**config.mk**
```make
export PLATFORM = sky130hd
export DESIGN_NAME = siso_xfer_ctrl
export DESIGN_NICKNAME = d
export VERILOG_FILES = /design/src/rtl/siso_xfer_pkg.sv /design/src/rtl/siso_xfer_ctrl.sv
export SDC_FILE = /design/constraint.sdc
export NUM_CORES = 1
export LEC_CHECK = 0
export BUFFER_PORTS_ARGS = -buffer_cell sky130_fd_sc_hd__buf_2
export CAP_MARGIN = 0
export CORE_MARGIN = 4
export CORE_UTILIZATION = 30
export DETAILED_ROUTE_END_ITERATION = 10
export GPL_TIMING_DRIVEN = 1
export PLACE_DENSITY_LB_ADDON = 0.15
export REMOVE_ABC_BUFFERS = 1
export SETUP_SLACK_MARGIN = 0.3
export SYNTH_ARGS = -nofsm -noshare
export SYNTH_HDL_FRONTEND = slang
export SYNTH_SLANG_ARGS = --single-unit
```
**constraint.sdc**
```tcl
create_clock -name clk -period 2.5 [get_ports clk]
set_input_delay 0.375 -clock clk [delete_from_list [all_inputs] [get_ports clk]]
set_output_delay 0.375 -clock clk [all_outputs]
set_load 0.02 [all_outputs]
```
**src/rtl/siso_xfer_pkg.sv**
```systemverilog
// siso_xfer_pkg
//   Shared definitions for the SISO transfer controller.
//   - state_t : FSM state encoding (S_IDLE, S_SHIFT, S_DONE)
//   - clog2   : width helper for the transfer counter (never below 1 bit)
package siso_xfer_pkg;

  typedef enum logic [1:0] {
    S_IDLE  = 2'd0,
    S_SHIFT = 2'd1,
    S_DONE  = 2'd2
  } state_t;

  function automatic int clog2(input int n);
    int r;
    int v;
    r = 0;
    v = n - 1;
    while (v > 0) begin
      r++;
      v = v >> 1;
    end
    return (r < 1) ? 1 : r;
  endfunction

endpackage

```
**src/rtl/siso_xfer_ctrl.sv**
```systemverilog
// siso_xfer_ctrl
//   Accepts a parallel word, shifts it LSB-first into an external SISO chain
//   of DEPTH flops, flushes it through with zero fill, reassembles the chain
//   output, and presents the word on an output handshake.
// Ports:
//   clk, rst           : clock (rising edge), synchronous active-low reset
//   in_valid/in_ready  : input handshake, in_data is the word to serialize
//   out_valid/out_ready: output handshake, out_data is the reassembled word
//   busy               : SHIFT or DONE
//   ser_d/ser_en/ser_q : chain serial input, shift enable, chain output
//   err                : reassembled word differs from the accepted word
// Build option:
//   SISO_XFER_CHECK_EN : when defined, keeps the accepted word and raises err
//                        with out_valid if the chain returned something else.
//                        When undefined, err is tied low.
//
// state   | meaning
// --------+-----------------------------------------------------------
// S_IDLE  | ready for a word; handshake latches in_data, count <= 0
// S_SHIFT | one chain shift per cycle; captures ser_q once count>=DEPTH
// S_DONE  | out_valid held with the captured word until out_ready
module siso_xfer_ctrl
  import siso_xfer_pkg::*;
#(
  parameter int WIDTH = 8,
  parameter int DEPTH = 4
) (
  input  logic             clk,
  input  logic             rst,
  input  logic             in_valid,
  output logic             in_ready,
  input  logic [WIDTH-1:0] in_data,
  output logic             out_valid,
  input  logic             out_ready,
  output logic [WIDTH-1:0] out_data,
  output logic             busy,
  output logic             ser_d,
  output logic             ser_en,
  input  logic             ser_q,
  output logic             err
);

  localparam int CW = clog2(WIDTH + DEPTH);

  state_t           state;
  state_t           state_nxt;
  logic [CW-1:0]    count;
  logic [WIDTH-1:0] shreg;
  logic [WIDTH-1:0] cap;
  logic [WIDTH-1:0] cap_nxt;
  logic             last_shift;

  assign last_shift = (count == CW'(WIDTH + DEPTH - 1));

  // The chain output seen at count c is the bit pushed DEPTH edges earlier,
  // i.e. word bit c-DEPTH. Earlier counts only see stale chain contents.
  always_comb begin
    cap_nxt = cap;
    for (int i = 0; i < WIDTH; i++) begin
      if (count == CW'(i + DEPTH)) begin
        cap_nxt[i] = ser_q;
      end
    end
  end

  always_comb begin
    state_nxt = state;
    in_ready  = 1'b0;
    ser_en    = 1'b0;
    ser_d     = 1'b0;
    busy      = 1'b0;
    case (state)
      S_IDLE: begin
        in_ready = 1'b1;
        if (in_valid) state_nxt = S_SHIFT;
      end
      S_SHIFT: begin
        ser_en = 1'b1;
        ser_d  = shreg[0];
        busy   = 1'b1;
        if (last_shift) state_nxt = S_DONE;
      end
      S_DONE: begin
        busy = 1'b1;
        if (out_valid && out_ready) state_nxt = S_IDLE;
      end
      default: state_nxt = S_IDLE;
    endcase
  end

  always_ff @(posedge clk) begin
    if (!rst) state <= S_IDLE;
    else      state <= state_nxt;
  end

  always_ff @(posedge clk) begin
    if (!rst) begin
      count     <= '0;
      shreg     <= '0;
      cap       <= '0;
      out_valid <= 1'b0;
      out_data  <= '0;
    end else begin
      case (state)
        S_IDLE: begin
          if (in_valid) begin
            shreg <= in_data;
            count <= '0;
            cap   <= '0;
          end
        end
        S_SHIFT: begin
          shreg <= shreg >> 1;
          cap   <= cap_nxt;
          if (last_shift) begin
            out_valid <= 1'b1;
            out_data  <= cap_nxt;
          end else begin
            // Held at the final value so it cannot wrap when WIDTH+DEPTH
            // is a power of two.
            count <= count + 1'b1;
          end
        end
        S_DONE: begin
          if (out_ready) out_valid <= 1'b0;
        end
        default: ;
      endcase
    end
  end

`ifdef SISO_XFER_CHECK_EN
  logic [WIDTH-1:0] ref_word;
  logic             err_q;

  always_ff @(posedge clk) begin
    if (!rst) begin
      ref_word <= '0;
      err_q    <= 1'b0;
    end else begin
      if (state == S_IDLE && in_valid) ref_word <= in_data;
      if (state == S_SHIFT && last_shift) err_q <= (cap_nxt != ref_word);
      else if (state == S_DONE && out_ready) err_q <= 1'b0;
    end
  end

  assign err = err_q;
`else
  assign err = 1'b0;
`endif

endmodule
```
==> flow_metrics.env <==
export IMPL_hp_class="primary input to flip-flop"
export IMPL_start_util_pct=31.9
export IMPL_fill_cells=540
export IMPL_p_leak_nw=0.705
export IMPL_finalHoldViolCount=0
export IMPL_grt_pass1_wl_um=5960
export IMPL_cts_root_buf="clkbuf_8"
export IMPL_io_buffers=25
export IMPL_syn2layout_area_growth_pct=17.5
export IMPL_drive_gt1_share_pct=18.4
export IMPL_cp_end_kind="primary output"
export IMPL_hold_path_endpoint="out_data[7]"
export IMPL_gr_total_overflow=0
export IMPL_hold_depth=3
export IMPL_avgSynthCellArea_sq_um=8.34
export IMPL_coreArea_sq_um=4880
export IMPL_die_area_sq_um=6410
export IMPL_power_density_nw_per_um2=775
export IMPL_ys_ff_latch=30
export IMPL_outcome="completed"
export IMPL_fin_crit_ns=1.96
export IMPL_r2r_end="shreg[6]"
export IMPL_crit_family="buffers and inverters"
export IMPL_worst_pin_slew_ns=0.708
export IMPL_worstRegToRegCells=6
export IMPL_pre_cts_slack_ns=0.659
export IMPL_rsz0062_at_grt="no"
export IMPL_final_nets=226
export IMPL_clkLatencyLatePin_ns=0.28
export IMPL_cts_tree="yes"
export IMPL_first_pass_iters=5
export IMPL_path_max_fanout=17
export IMPL_grt_pass1_vias=1255
export IMPL_ios=27
export IMPL_diodes=0
export IMPL_place_hpwl_um=2430
export IMPL_setup_worst_path_start_class="flip-flop"
export IMPL_yosysTopAreaCell="dfxtp_1"
export IMPL_grt_total_usage_pct=11.8
export IMPL_cpPeakStageDelay_ns=0.36
export IMPL_worstPathRequired_ns=2.12
export IMPL_cts_sinks=30
export IMPL_drc=0
export IMPL_timing_rr_start="state[1]"
export IMPL_path_cells="inv_1 -> ha_2 -> buf_4 -> and2_1 -> buf_2"
export IMPL_cts_max_level=2
export IMPL_cts_made_buffers=5
export IMPL_worst_ep_arrival_time_ns=1.58
export IMPL_slew_headroom_pct=52.7
export IMPL_synth_area_top_cells="dfxtp_1 39%, nand2_1 6.7%, mux2i_1 6.4%, ha_1 5.6%, a211oi_1 4.3%"
export IMPL_final_common_cell="dfxtp_1"
export IMPL_viasPerCell=5.00
export IMPL_yosysTopAreaCellShare_pct=38.5
export IMPL_vias=1370
export IMPL_yosysUniqueCellTypes=30
export IMPL_layout_setup_ws_ns=0.543
export IMPL_setup_tns_ns=0
export IMPL_die_x_um=80.1
export IMPL_die_h_um=80.1
export IMPL_finalSetupViolations=0
export IMPL_syn_inst=187
export IMPL_syn_area_sq_um=1560
export IMPL_ir_drop_uv=428
export IMPL_cap_violations=0
export IMPL_mostFrequentLayoutCells="30 x dfxtp_1, 28 x nand2_1, 25 x buf_2"
export IMPL_max_freq_ghz=0.511
export IMPL_antenna_found_initial=0
export IMPL_grt_max_degree=22
export IMPL_path_buf_inv=3
export IMPL_min_delay_start="ser_q"
export IMPL_place_congestion=0.739
export IMPL_yosys_warnings=0
export IMPL_post_cts_setup_buffers=0
export IMPL_r2r_slack_ns=0.79
export IMPL_routed_wl_um=3530
export IMPL_yosysSeqAreaShare_pct=38.5
export IMPL_clk_pin_slew_worst_paths_ns=0.07
export IMPL_clockBufferDepth=2
export IMPL_final_core_util_pct=37.5
export IMPL_drtIter0Drc=150
export IMPL_period_share_pct=78.3
export IMPL_report_final_slew_viol_count=0
export IMPL_fin_skew_ns=0.00297
export IMPL_num_rows=25
export IMPL_critPathKind="flip-flop to primary output"
export IMPL_ant_nets=0
export IMPL_crit_path_top_delay_cell="ha_2"
export IMPL_wl_per_cell_um=12.9
## worst max path at each step
stage	from	to	cells past startpoint
CTS	state[1]	ser_d	5
finish	state[1]	ser_d	5
global placement	state[1]	shreg[2]	6
global route	state[1]	ser_d	5
floorplan	state[1]	count[3]	5
detailed placement	state[1]	out_data[6]	5
## layout make-up
cell class / count / area [sq um] / share of cell area, %
clock inverters: 3 / 40.0 / 2.19
well taps: 67 / 83.8 / 4.58
inverters: 6 / 22.5 / 1.23
multi-input cells: 135 / 868 / 47.4
repair buffers: 28 / 148 / 8.06
clock buffers: 5 / 68.8 / 3.76
flip-flops and latches: 30 / 601 / 32.8
## routing by layer
layer	up-vias	share of wire, %	global-route usage, %
met5	-	0	0
li1	704	-	-
met2	45	42	17.4
met4	0	1.1	3.89
met3	6	6.8	3.70
met1	615	50	16.2
## cell usage after synthesis
| cell type | number |
|---|---|
| dfxtp_1 | 30 |
| nand2_1 | 28 |
| a21oi_1 | 12 |
| clkbuf_1 | 10 |
| mux2i_1 | 10 |
| nor2_1 | 10 |
| a211oi_1 | 9 |
| nand3b_1 | 8 |
| nand4_1 | 8 |
| o21ai_0 | 8 |
| ha_1 | 7 |
| inv_1 | 6 |
| a31oi_1 | 5 |
| buf_2 | 5 |
| a221oi_1 | 4 |
| nor2b_1 | 4 |
| o22ai_1 | 4 |
| nand3_1 | 3 |
| nand4b_1 | 3 |
| and2_1 | 2 |
| nor4bb_1 | 2 |
| a211o_1 | 1 |
| and3b_1 | 1 |
| and4b_1 | 1 |
| buf_4 | 1 |
| conb_1 | 1 |
| mux2_2 | 1 |
| o21bai_1 | 1 |
| or2b_1 | 1 |
| or4b_1 | 1 |
## report_power, final
part           switching, mW  total [mW]  leakage [nW]  internal [mW]
Sequential            0.0250       0.545         0.244          0.520
Combinational          0.242       0.399         0.403          0.157
Clock                  0.182       0.475        0.0579          0.293
## stage by stage
| stage | power (mW) | instance area (sq um) | hold WS, ns | instances |
|---|---|---|---|---|
| floorplan | 0.833 | 1490 | 0.432 | 171 |
| global placement | 0.956 | 1720 | 0.444 | 266 |
| detailed placement | 0.953 | 1720 | 0.444 | 266 |
| CTS | 1.43 | 1830 | 0.353 | 274 |
| global route | 1.51 | 1830 | 0.367 | 274 |
| finish | 1.42 | 1830 | 0.358 | 274 |
## state kept, by name (all words and copies together), names as in the netlist
register,cells
cap,7
count,4
out_data,8
out_valid,1
shreg,8
state,2
## cells by family after synthesis
family	Yosys count	share of synthesized area (%)
other cells	1	0.241
flops	30	38.5
buf+inv	22	5.94
simple gates	72	24.9
mux	11	7.14
fa+ha+maj	7	5.62
compound gates	44	17.7
## worst register-to-register path, delay by kind of cell, from the launching register on
family	cells	cell delay [ns]
compound gates	1	0.20
fa+ha+maj	1	0.36
buf+inv	2	0.35
flops	1	0.31
mux	1	0.34
simple gates	1	0.07
## timing repair
item                       in CTS  in global routing
setup endpoints to repair       0                  1
hold buffers                    0                  0
resized for setup               0                  1
No activity file was read; power rests on OpenSTA's default activity.
